$ cat config.mk
export PLATFORM = sky130hd
export DESIGN_NAME = fifo_sync
export DESIGN_NICKNAME = d
export VERILOG_FILES = /design/src/rtl/fifo_sync.sv
export SDC_FILE = /design/constraint.sdc
export NUM_CORES = 1
export LEC_CHECK = 0
export ABC_CLOCK_PERIOD_IN_PS = 2980
export BUFFER_PORTS_ARGS = -buffer_cell sky130_fd_sc_hd__buf_2
export CAP_MARGIN = 10
export CORE_MARGIN = 2
export CORE_UTILIZATION = 55
export CTS_BUF_LIST = sky130_fd_sc_hd__clkbuf_4 sky130_fd_sc_hd__clkbuf_8 sky130_fd_sc_hd__clkbuf_16
export CTS_CLUSTER_DIAMETER = 200
export DETAILED_ROUTE_END_ITERATION = 7
export GPL_ROUTABILITY_DRIVEN = 0
export PLACE_DENSITY = 0.76
export SYNTH_ARGS = -nofsm -noshare
export SYNTH_HDL_FRONTEND = slang
export SYNTH_SLANG_ARGS = --single-unit
$ cat constraint.sdc
create_clock -name clk -period 2.98 [get_ports clk]
set_input_delay 0.894 -clock clk [delete_from_list [all_inputs] [get_ports clk]]
set_output_delay 0.894 -clock clk [all_outputs]
set_load 0.1 [all_outputs]
$ cat src/rtl/fifo_sync.sv
// fifo_sync -- single-clock FIFO with registered read data.
//
// Storage is 2^ADDR_WIDTH words of DATA_WIDTH bits. Pointers carry one extra
// wrap bit so full and empty are told apart without a separate counter;
// occupancy and all status flags are derived from the registered pointers.
//
// Ports:
//   clk          rising-edge clock
//   rst          asynchronous, active-high reset
//   wr_en, din   write request and write data
//   rd_en        read request
//   dout         registered read data, holds its value between reads
//   dout_valid   dout carries a word popped on the previous edge
//   full, empty  occupancy == DEPTH, occupancy == 0
//   almost_full  occupancy >= AFULL_LVL
//   almost_empty occupancy <= AEMPTY_LVL
//   count        occupancy, 0..DEPTH
//   overflow     one-cycle pulse after a rejected write
//   underflow    one-cycle pulse after a rejected read
//
// Handshake: a write is accepted on an edge where wr_en=1 and the FIFO is not
// full, or is full but a read is accepted on that same edge. A read is
// accepted on an edge where rd_en=1 and the FIFO is not empty; its data
// appears on dout with dout_valid=1 right after that edge. A read while empty
// is rejected even if a write lands on the same edge (no bypass).

module fifo_sync #(
    parameter int DATA_WIDTH = 8,
    parameter int ADDR_WIDTH = 4,
    parameter int AFULL_LVL  = (1 << ADDR_WIDTH) - 2,
    parameter int AEMPTY_LVL = 2
) (
    input  logic                  clk,
    input  logic                  rst,
    input  logic                  wr_en,
    input  logic [DATA_WIDTH-1:0] din,
    input  logic                  rd_en,
    output logic [DATA_WIDTH-1:0] dout,
    output logic                  dout_valid,
    output logic                  full,
    output logic                  empty,
    output logic                  almost_full,
    output logic                  almost_empty,
    output logic [ADDR_WIDTH:0]   count,
    output logic                  overflow,
    output logic                  underflow
);

    localparam int DEPTH = 1 << ADDR_WIDTH;
    localparam logic [ADDR_WIDTH:0] AFULL_C  = AFULL_LVL[ADDR_WIDTH:0];
    localparam logic [ADDR_WIDTH:0] AEMPTY_C = AEMPTY_LVL[ADDR_WIDTH:0];

    logic [DATA_WIDTH-1:0] mem [DEPTH];
    logic [ADDR_WIDTH:0]   wptr;
    logic [ADDR_WIDTH:0]   rptr;
    logic                  wr_acc;
    logic                  rd_acc;

    // Status, all combinational from the registered pointers so they agree
    // with each other in every cycle and clear the instant rst rises.
    assign empty        = (wptr == rptr);
    assign full         = (wptr[ADDR_WIDTH-1:0] == rptr[ADDR_WIDTH-1:0]) &&
                          (wptr[ADDR_WIDTH] != rptr[ADDR_WIDTH]);
    // Modular difference of the wrap-extended pointers is the occupancy.
    assign count        = wptr - rptr;
    assign almost_full  = (count >= AFULL_C);
    assign almost_empty = (count <= AEMPTY_C);

    assign rd_acc = rd_en && !empty;
    // A full FIFO still takes a write when a read frees a slot on the same edge.
    assign wr_acc = wr_en && (!full || rd_acc);

    // Memory has no reset; stale words become unreachable once pointers clear.
    always_ff @(posedge clk) begin
        if (wr_acc) begin
            mem[wptr[ADDR_WIDTH-1:0]] <= din;
        end
    end

    always_ff @(posedge clk or posedge rst) begin
        if (rst) begin
            wptr       <= '0;
            rptr       <= '0;
            dout       <= '0;
            dout_valid <= 1'b0;
            overflow   <= 1'b0;
            underflow  <= 1'b0;
        end else begin
            if (wr_acc) begin
                wptr <= wptr + 1'b1;
            end
            if (rd_acc) begin
                dout <= mem[rptr[ADDR_WIDTH-1:0]];
                rptr <= rptr + 1'b1;
            end
            dout_valid <= rd_acc;
            overflow   <= wr_en && !wr_acc;
            underflow  <= rd_en && !rd_acc;
        end
    end

endmodule
==> Yosys cells after proc, flatten, opt, wreduce, memory -nomap -nowiden <==
Memories as Yosys holds them, arrays and structs flattened. A register that Yosys moved wholly into a read port is not among the register bits.
Index checks and enable logic that the tools add are counted.
{ "totals": {"reg_bits": 13, "ramBits": 128, "in_bits": 12, "word_cells": 26, "mem_count": 1} }
{ "op_classes": {"addsub": 3, "n_lt_le_gt_ge": 2, "n_eq_ne": 3, "muxes": 2, "n_reduce_logical": 10} }
{ "mem_list": {"columns": ["name", "words", "width", "rd", "rd_clocked_by_memory_dff", "write_ports", "line_no", "source"], "rows": [
  ["mem", 16, 8, 1, 1, 1, "53", "logic [DATA_WIDTH-1:0] mem [DEPTH];"]
]} }
{ "op_table": {"columns": ["operator", "count"], "rows": [
  ["adder 5 x 1 -> 5 bit (second input constant)", 2],
  ["equality test 5 bit", 1],
  ["greater-or-equal comparator 5 x 4 -> 1 bit (second input constant)", 1],
  ["<= comparator 5 x 2 -> 1 bit (second input constant)", 1],
  ["logical AND 1 bit", 5],
  ["subtractor 5 bit", 1],
  ["equality test 4 bit", 1],
  ["logical NOT 1 bit", 4],
  ["two-way mux 1 bit", 2],
  ["logical OR 1 bit", 1],
  ["!= test 1 bit", 1]
]} }

==> Depth between registers and ports, before layout <==
Gate-level depths: netlist (run 1).
{ "depth": {"word_depth": 7, "mapped_depth": 10, "depth_no_buf": 8} }

==> Least setup slack after synthesis (run 1) <==
OpenSTA, ideal clock, no wires.
{ "synth_timing": {"kind": "reg2out", "startpoint": "register rptr[1]", "endpoint": "output almost_empty", "arrival_ns": 4.842, "path_slack_ns": -2.756, "path_stages_with_launch": 10, "path_cell_list": "dfrtp_1 buf_6 buf_6 buf_6 inv_1 fa_1 a21o_1 a21oi_1 xnor2_1 a211oi_1"} }
{ "synth_via": {"elab_chain_len": 2} }
{ "synth_rtl": {"columns": ["item", "line_no", "source"], "rows": [
  ["start: declaration", "55", "logic [ADDR_WIDTH:0] rptr;"],
  ["start signal: assignment", "94", "rptr <= rptr + 1'b1;"],
  ["subtractor 5 bit", "65", "assign count = wptr - rptr;"],
  ["net count[4]", "44", "output logic [ADDR_WIDTH:0] count,"],
  ["<= comparator 5 x 2 -> 1 bit", "67", "assign almost_empty = (count <= AEMPTY_C);"],
  ["end: declaration", "43", "output logic almost_empty,"]
]} }
The timed path passes the listed nets, and every way through them passes these cells.

==> Final worst setup path (run 1) <==
{ "layout_timing": {"startpoint": "register wptr[1]", "endpoint": "output almost_empty"} }
{ "layout_via": {"elab_chain_len": 2} }
{ "layout_rtl": {"columns": ["item", "line_no", "source"], "rows": [
  ["start: declaration", "54", "logic [ADDR_WIDTH:0] wptr;"],
  ["start signal: assignment", "90", "wptr <= wptr + 1'b1;"],
  ["subtractor 5 bit", "65", null],
  ["<= comparator 5 x 2 -> 1 bit", "67", null]
]} }
Every way passes these cells.

==> out/qor_table.md, run 1 <==
| Metric | This run |
|---|---|
| Floorplan die width | 109 µm |
| Proportion of synthesized flip-flops having asynchronous set or reset | 14.1% |
| Final setup violation count | 4 |
| Via/cell ratio | 5.98 |
| Port Buffer Count | 31 |
| DRT Pass-1 Iters | 5 |
| Clk slew on worst S/H paths | 0.06 ns |
| Required time at the worst-slack endpoint | 2.09 ns |
| Worst setup EP type | primary output |
| Number of nets produced by synthesis | 386 |
| Chip Height | 109 µm |
| Sequential standard cell area | 4370 µm² |
| Most instantiated flip-flop cell in the synthesis netlist | sky130_fd_sc_hd__edfxtp_1 |
| Post-DP HPWL | 7.53 mm |
| Initial antenna violation count | 0 |
| Clock tree from TritonCTS | done |
| Cell chosen for the clock root | sky130_fd_sc_hd__clkbuf_8 |
| Run status | finished, violations left |
| H-tree depth | 4 |
| Number of distinct library cell variants in the gate-level netlist after synthesis | 39 |
| Total I/O pin count | 32 |
| Highest net fanout along the worst path | 3 |
| Least setup slack across all paths after layout | -0.383 ns |
| Wirelength, routed | 12.5 mm |
| Setup repair after global routing missed its margin | true |
| Sinks on the clock net | 149 |
| Nets | 445 |
| Via count of the first global-routing pass | 3359 |
| Worst hold margin | 0.519 ns |
| Post-synthesis cell area | 6080 µm² |
| Count of synthesis-stage warnings from yosys | 0 |
| Gr ovfl total | 0 |
| Core Region | 10800 µm² |
| Path class of the lowest-slack min-delay path | reg -> reg |
| Number of hold buffers added after CTS | 0 |
| Clock Skews | 0.00882 ns |
| Diode count | 0 |
| Final hold viol count | 0 |
| Worst-case clock buffer depth | 2 |
| Transition at the pin with the smallest max-transition slack | 0.876 ns |
| Filler cell count in the final layout | 665 |
| Number of vias after detailed routing | 3445 |
| Detailed-route wire length per cell | 21.7 µm |
| Maximum number of pins on one net before global-route repair | 32 |
| Sequential share of the synthesized area | 71.9% |
| Top achievable clock speed | 0.297 GHz |
| Routed Antenna Nets | 0 |
| Max-slew violation count | 0 |
| Slew Limit Headroom | 41.6% |
| WS Path Type | reg -> out |
| Violations in the final reports | negative setup slack |
| Post-layout minimum cycle time | 3.36 ns |
| Data arrival time of the critical path | 2.47 ns |
| Final routed DRC violation total | 0 |
| #FFs+latches synth | 149 |
| Initial core utilization | 56.3% |
| Part of the cycle the worst path needs | 113% |
| Avg Cell Area, Syn | 16.7 µm² |
| Clk Latency, worst-skew pair | 0.51 ns |
| First-pass GRT wire length | 19.2 mm |
| R2R setup slack | 0.32 ns |
| Area of combinational cells with multiple inputs | 1700 µm² |
| Relative area change from synthesis to final layout | 22.9% |
| GR Util All Layers | 23.1% |
| # Max-Cap Violations | 0 |
| Number of clock buffers inserted by TritonCTS | 17 |
| Total die area | 11900 µm² |
| Number of placement rows | 38 |
| Worst setup SP type | flop |
| EDFF count, synth | 128 |
| Drt initial violations | 344 |
| Proportion of layout cells with a drive suffix above 1 | 27.3% |
| Cells after synthesis | 364 |
critical path, stage by stage (launching register included):
cell and delay, ns:
sky130_fd_sc_hd__dfrtp_1 0.45, sky130_fd_sc_hd__buf_6 0.16, sky130_fd_sc_hd__fa_2 0.39, sky130_fd_sc_hd__buf_6 0.13, sky130_fd_sc_hd__xor2_4 0.16, sky130_fd_sc_hd__a21o_1 0.20
sky130_fd_sc_hd__a211oi_4 0.26, sky130_fd_sc_hd__buf_12 0.21
path summary, 6_finish.rpt:
kind                                           from                   to  cells after the start
worst max register to register  rptr[1]$_DFFE_PP0P_  mem[9][6]$_DFFE_PP_                      9
worst min-delay path            wptr[4]$_DFFE_PP0P_  wptr[4]$_DFFE_PP0P_                      1
worst min register to register  wptr[4]$_DFFE_PP0P_  wptr[4]$_DFFE_PP0P_                      1
max in group asynchronous                       rst  wptr[3]$_DFFE_PP0P_                      2
min in group asynchronous                       rst  rptr[4]$_DFFE_PP0P_                      2
worst max-delay path            wptr[1]$_DFFE_PP0P_         almost_empty                      7
per-layer routing:
layer	routed length, µm	global-route usage, %	vias to the layer above
met5	0	0	-
met4	264	6.14	0
met3	786	6.63	25
met2	6280	37.2	143
met1	5180	31.2	1746
li1	-	-	1531
layout by cell type (no fill, tap or decap), types with 8 or more instances in the layout:
cell / synthesis / final
sky130_fd_sc_hd__a221oi_1: 8 / 8
sky130_fd_sc_hd__a31oi_1: 8 / 8
sky130_fd_sc_hd__and2_1: 17 / 16
sky130_fd_sc_hd__buf_12: 0 / 9
sky130_fd_sc_hd__buf_2: 6 / 22
sky130_fd_sc_hd__buf_4: 4 / 23
sky130_fd_sc_hd__clkbuf_16: 0 / 16
sky130_fd_sc_hd__dfrtp_1: 21 / 20
sky130_fd_sc_hd__edfxtp_1: 128 / 128
sky130_fd_sc_hd__mux2i_1: 48 / 48
sky130_fd_sc_hd__mux4_2: 8 / 8
sky130_fd_sc_hd__nor2_1: 19 / 17
sky130_fd_sc_hd__o21ai_0: 11 / 10
sky130_fd_sc_hd__o22ai_1: 16 / 16
Yosys cell counts, drive strengths merged, types with 2 or more instances:
cell type / n / share of area, %
nand4: 3 / 0.31
and2: 17 / 1.7
and3: 2 / 0.21
nor3: 2 / 0.16
nor2b: 2 / 0.21
clkbuf: 4 / 0.25
ha: 9 / 1.9
nor3b: 2 / 0.25
inv: 10 / 0.62
xor2: 3 / 0.43
xnor2: 8 / 1.3
a221oi: 8 / 1.2
nand3b: 2 / 0.25
a21oi: 2 / 0.23
mux2i: 48 / 7.9
a31oi: 8 / 0.82
nand2: 4 / 0.25
buf: 13 / 1.5
nor2: 19 / 1.2
mux4: 8 / 3.0
a21o: 2 / 0.25
dfrtp: 21 / 8.6
nand3: 3 / 0.25
o22ai: 16 / 1.6
o21ai: 11 / 0.91
edfxtp: 128 / 63
state kept, by name, summed over array words and instances, names as in the netlist:
name        flops
rptr            5
underflow       1
mem           128
dout_valid      1
dout            8
overflow        1
wptr            5
layout make-up:
type / instances / share of cell area [%]
Sequential cell: 149 / 58.5
Timing Repair Buffer: 57 / 6.65
Clock inverter: 10 / 3.02
Tap cell: 140 / 2.35
Clock buffer: 22 / 6.22
Multi-Input combinational cell: 188 / 22.7
Inverter: 10 / 0.536
what timing repair did:
item                                   4_1_cts  5_1_grt
pin swaps                                    9        4
setup endpoints to repair                    6        7
endpoints found under the hold margin        0        0
buffers inserted                            14        2
resized for setup                            8        8
logic make-up after synthesis:
kind of cell	after synthesis	synth area share (%)
xor+xnor	11	1.71
buf+inv	27	2.41
simple gates	59	5.19
flops	149	71.9
mux	56	10.9
compound gates	52	5.76
fa+ha+maj	10	2.18
stage by stage:
step                cells  worst slack [ns]  util, %  area [µm²]  setup TNS [ns]
finish                576            -0.383     69.2        7470           -1.10
global route          576            -0.452     69.2        7470           -1.38
CTS                   574            -0.370     68.7        7420           -1.16
detailed placement    528            0.0491     61.1        6590               0
global placement      528            0.0923     61.1        6590               0
floorplan             364            -0.735        -        6170           -1.52
Power of run 1 is not shown: default switching activity piles up to over one toggle a cycle in this logic, so the estimate is an artifact.
==> inputs of run 2 (changes only) <==
--- a/config.mk
+++ b/config.mk
@@ -5,6 +5,7 @@
 export SDC_FILE = /design/constraint.sdc
 export NUM_CORES = 1
 export LEC_CHECK = 0
+export ABC_AREA = 1
 export ABC_CLOCK_PERIOD_IN_PS = 2980
 export BUFFER_PORTS_ARGS = -buffer_cell sky130_fd_sc_hd__buf_2
 export CAP_MARGIN = 10
@@ -14,7 +15,7 @@
 export CTS_CLUSTER_DIAMETER = 200
 export DETAILED_ROUTE_END_ITERATION = 7
 export GPL_ROUTABILITY_DRIVEN = 0
-export PLACE_DENSITY = 0.76
+export PLACE_DENSITY = 0.75
 export SYNTH_ARGS = -nofsm -noshare
 export SYNTH_HDL_FRONTEND = slang
 export SYNTH_SLANG_ARGS = --single-unit
==> out/qor_table.md, run 2 <==
| Metric | This run |
|---|---|
| Run status | finished, violations left |
| Violations in the final reports | negative setup slack |
| Worst setup EP type | primary output |
| Detailed-route wire length per cell | 17.4 µm |
| Leading cell types by count after synthesis | sky130_fd_sc_hd__nand2_1, sky130_fd_sc_hd__edfxtp_1, sky130_fd_sc_hd__inv_1 |
| R2R setup slack | 0.47 ns |
| Setup repair after global routing missed its margin | true |
| Worst Reg-to-Reg Cells | 10 |
| Number of flip-flops under the largest register name | 128 |
| Worst-case clock buffer depth | 2 |
| Final setup violation count | 3 |
| Cell taking the most area after synthesis | sky130_fd_sc_hd__edfxtp_1 |
| Post-layout minimum cycle time | 3.07 ns |
| Total die area | 13000 µm² |
| WS Path Type | reg -> out |
| Most common cell after layout, fill and taps aside | sky130_fd_sc_hd__nand2_1 |
| Via/cell ratio | 5.37 |
| Relative area change from synthesis to final layout | 18.1% |
| Floorplan die width | 114 µm |
| Avg Cell Area, Syn | 10.5 µm² |
| DRT Pass-1 Iters | 5 |
| Transition at the pin with the smallest max-transition slack | 0.834 ns |
| Max-slew violation count | 0 |
| Worst setup SP type | flop |
| Post-DP HPWL | 9.18 mm |
| Nets | 703 |
| # Max-Cap Violations | 0 |
| Proportion of layout cells with a drive suffix above 1 | 19.3% |
| Clk Latency, worst-skew pair | 0.42 ns |
| Number of vias after detailed routing | 4515 |
| Number of placed instances with taps included | 801 |
| Worst r2r src | rptr[3]$_DFFE_PP0P_ |
| Drt initial violations | 474 |
| Most used cells in the layout excluding fill and tap cells | sky130_fd_sc_hd__nand2_1, sky130_fd_sc_hd__edfxtp_1, sky130_fd_sc_hd__inv_1, sky130_fd_sc_hd__nand3_1, sky130_fd_sc_hd__nor2_1 |
| EDFF count, synth | 128 |
| Diode count | 0 |
| Clock Skews | 0.00892 ns |
| Slew Limit Headroom | 44.2% |
| H-tree depth | 4 |
| Path class of the lowest-slack min-delay path | in -> async |
| Share of Yosys cell area claimed by the top area cell type | 57.7% |
| Dominant cells by area after synthesis | sky130_fd_sc_hd__edfxtp_1, sky130_fd_sc_hd__nand2_1, sky130_fd_sc_hd__dfrtp_1, sky130_fd_sc_hd__nand3_1, sky130_fd_sc_hd__inv_1 |
| Number of nets produced by synthesis | 659 |
| Sinks on the clock net | 149 |
| Data arrival time of the critical path | 2.17 ns |
| Final hold viol count | 0 |
| Cell chosen for the clock root | sky130_fd_sc_hd__clkbuf_16 |
| First-pass GRT wire length | 22.9 mm |
| GR Util All Layers | 24.0% |
| Routed Antenna Nets | 0 |
| Cells after synthesis | 637 |
| Port Buffer Count | 31 |
| Worst reg2reg path endpoint | mem[7][4]$_DFFE_PP_ |
| Least setup slack across all paths after layout | -0.0880 ns |
| Most instantiated flip-flop cell in the synthesis netlist | sky130_fd_sc_hd__edfxtp_1 |
| Clock tree from TritonCTS | done |
| Finished Layout Cells | 841 |
| Initial core utilization | 55.9% |
| Core Region | 11900 µm² |
| Cell with the most instances after synthesis | sky130_fd_sc_hd__nand2_1 |
| Proportion of synthesized flip-flops having asynchronous set or reset | 14.1% |
| Gr ovfl total | 0 |
| Number of distinct library cell variants in the gate-level netlist after synthesis | 28 |
| Count of synthesis-stage warnings from yosys | 0 |
| Number of placement rows | 40 |
| Clk slew on worst S/H paths | 0.06 ns |
| Total I/O pin count | 32 |
| Wirelength, routed | 14.6 mm |
| #FFs+latches synth | 149 |
| Part of the cycle the worst path needs | 103% |
| Post-synthesis cell area | 6660 µm² |
| Final routed DRC violation total | 0 |
| Via count of the first global-routing pass | 4480 |
| Maximum number of pins on one net before global-route repair | 68 |
| Highest net fanout along the worst path | 3 |
| Required time at the worst-slack endpoint | 2.09 ns |
| Number of clock buffers inserted by TritonCTS | 17 |
| Chip Height | 114 µm |
| Top achievable clock speed | 0.326 GHz |
| Sequential share of the synthesized area | 65.6% |
| Initial antenna violation count | 0 |
-- run 2: worst max path at each step --
stage / slack [ns] / start / to
final: -0.09 / wptr[0]$_DFFE_PP0P_ / almost_full
after global routing: -0.17 / wptr[0]$_DFFE_PP0P_ / almost_full
after CTS: -0.08 / wptr[0]$_DFFE_PP0P_ / almost_empty
after detailed placement: 0.14 / wptr[0]$_DFFE_PP0P_ / almost_full
after global placement: 0.22 / wptr[0]$_DFFE_PP0P_ / almost_full
after floorplan: -0.29 / wptr[0]$_DFFE_PP0P_ / almost_full
-- run 2: final cells by class --
type                    count  area [µm²]
repair buffers             52         424
multi-input cells         360        1870
well taps                 147         184
clock inverters            13         181
fillers                   870        4040
inverters                 101         387
flip-flops and latches    149        4370
clock buffers              19         447
-- run 2: kinds of logic (layout without fill, tap and decap cells) --
group | after synthesis | after routing | share of synthesized area (%)
buf+inv | 128 | 185 | 8.06
fa+ha+maj | 10 | 10 | 1.99
simple gates | 314 | 314 | 20.5
flops | 149 | 149 | 65.6
xor+xnor | 10 | 10 | 1.43
compound gates | 26 | 26 | 2.44
-- run 2: metrics by stage --
step	TNS [ns]	setup slack, ns	hold WS (ns)	area (µm²)	util (%)
global placement	0	0.223	0.504	7140	60.0
global route	-0.469	-0.171	0.582	7870	66.1
CTS	-0.190	-0.0766	0.535	7820	65.7
detailed placement	0	0.140	0.518	7140	60.0
finish	-0.220	-0.0880	0.547	7870	66.1
floorplan	-0.388	-0.286	0.486	6770	-
-- run 2: timing repair --
item / in CTS / in global routing
setup endpoints to repair: 4 / 4
buffers inserted: 4 / 4
hold buffers: 0 / 0
resized for setup: 5 / 4
pin swaps: 5 / 2
-- run 2: critical path: stages, from the launching register on --
cell and delay [ns]:
sky130_fd_sc_hd__dfrtp_1 0.38, sky130_fd_sc_hd__inv_2 0.08, sky130_fd_sc_hd__ha_4 0.13, sky130_fd_sc_hd__inv_2 0.04
sky130_fd_sc_hd__fa_2 0.41, sky130_fd_sc_hd__nand3_2 0.10, sky130_fd_sc_hd__nand2_4 0.06, sky130_fd_sc_hd__xor2_4 0.20
sky130_fd_sc_hd__o21bai_4 0.17, sky130_fd_sc_hd__buf_12 0.18
-- run 2: layer usage --
layer / track usage [%] / wire length, µm
met3: 6.62 / 1100
met5: 0 / 0
met4: 9.27 / 320
met2: 38.1 / 7140
met1: 32.0 / 6040
Power of run 2 is left out for the same reason.
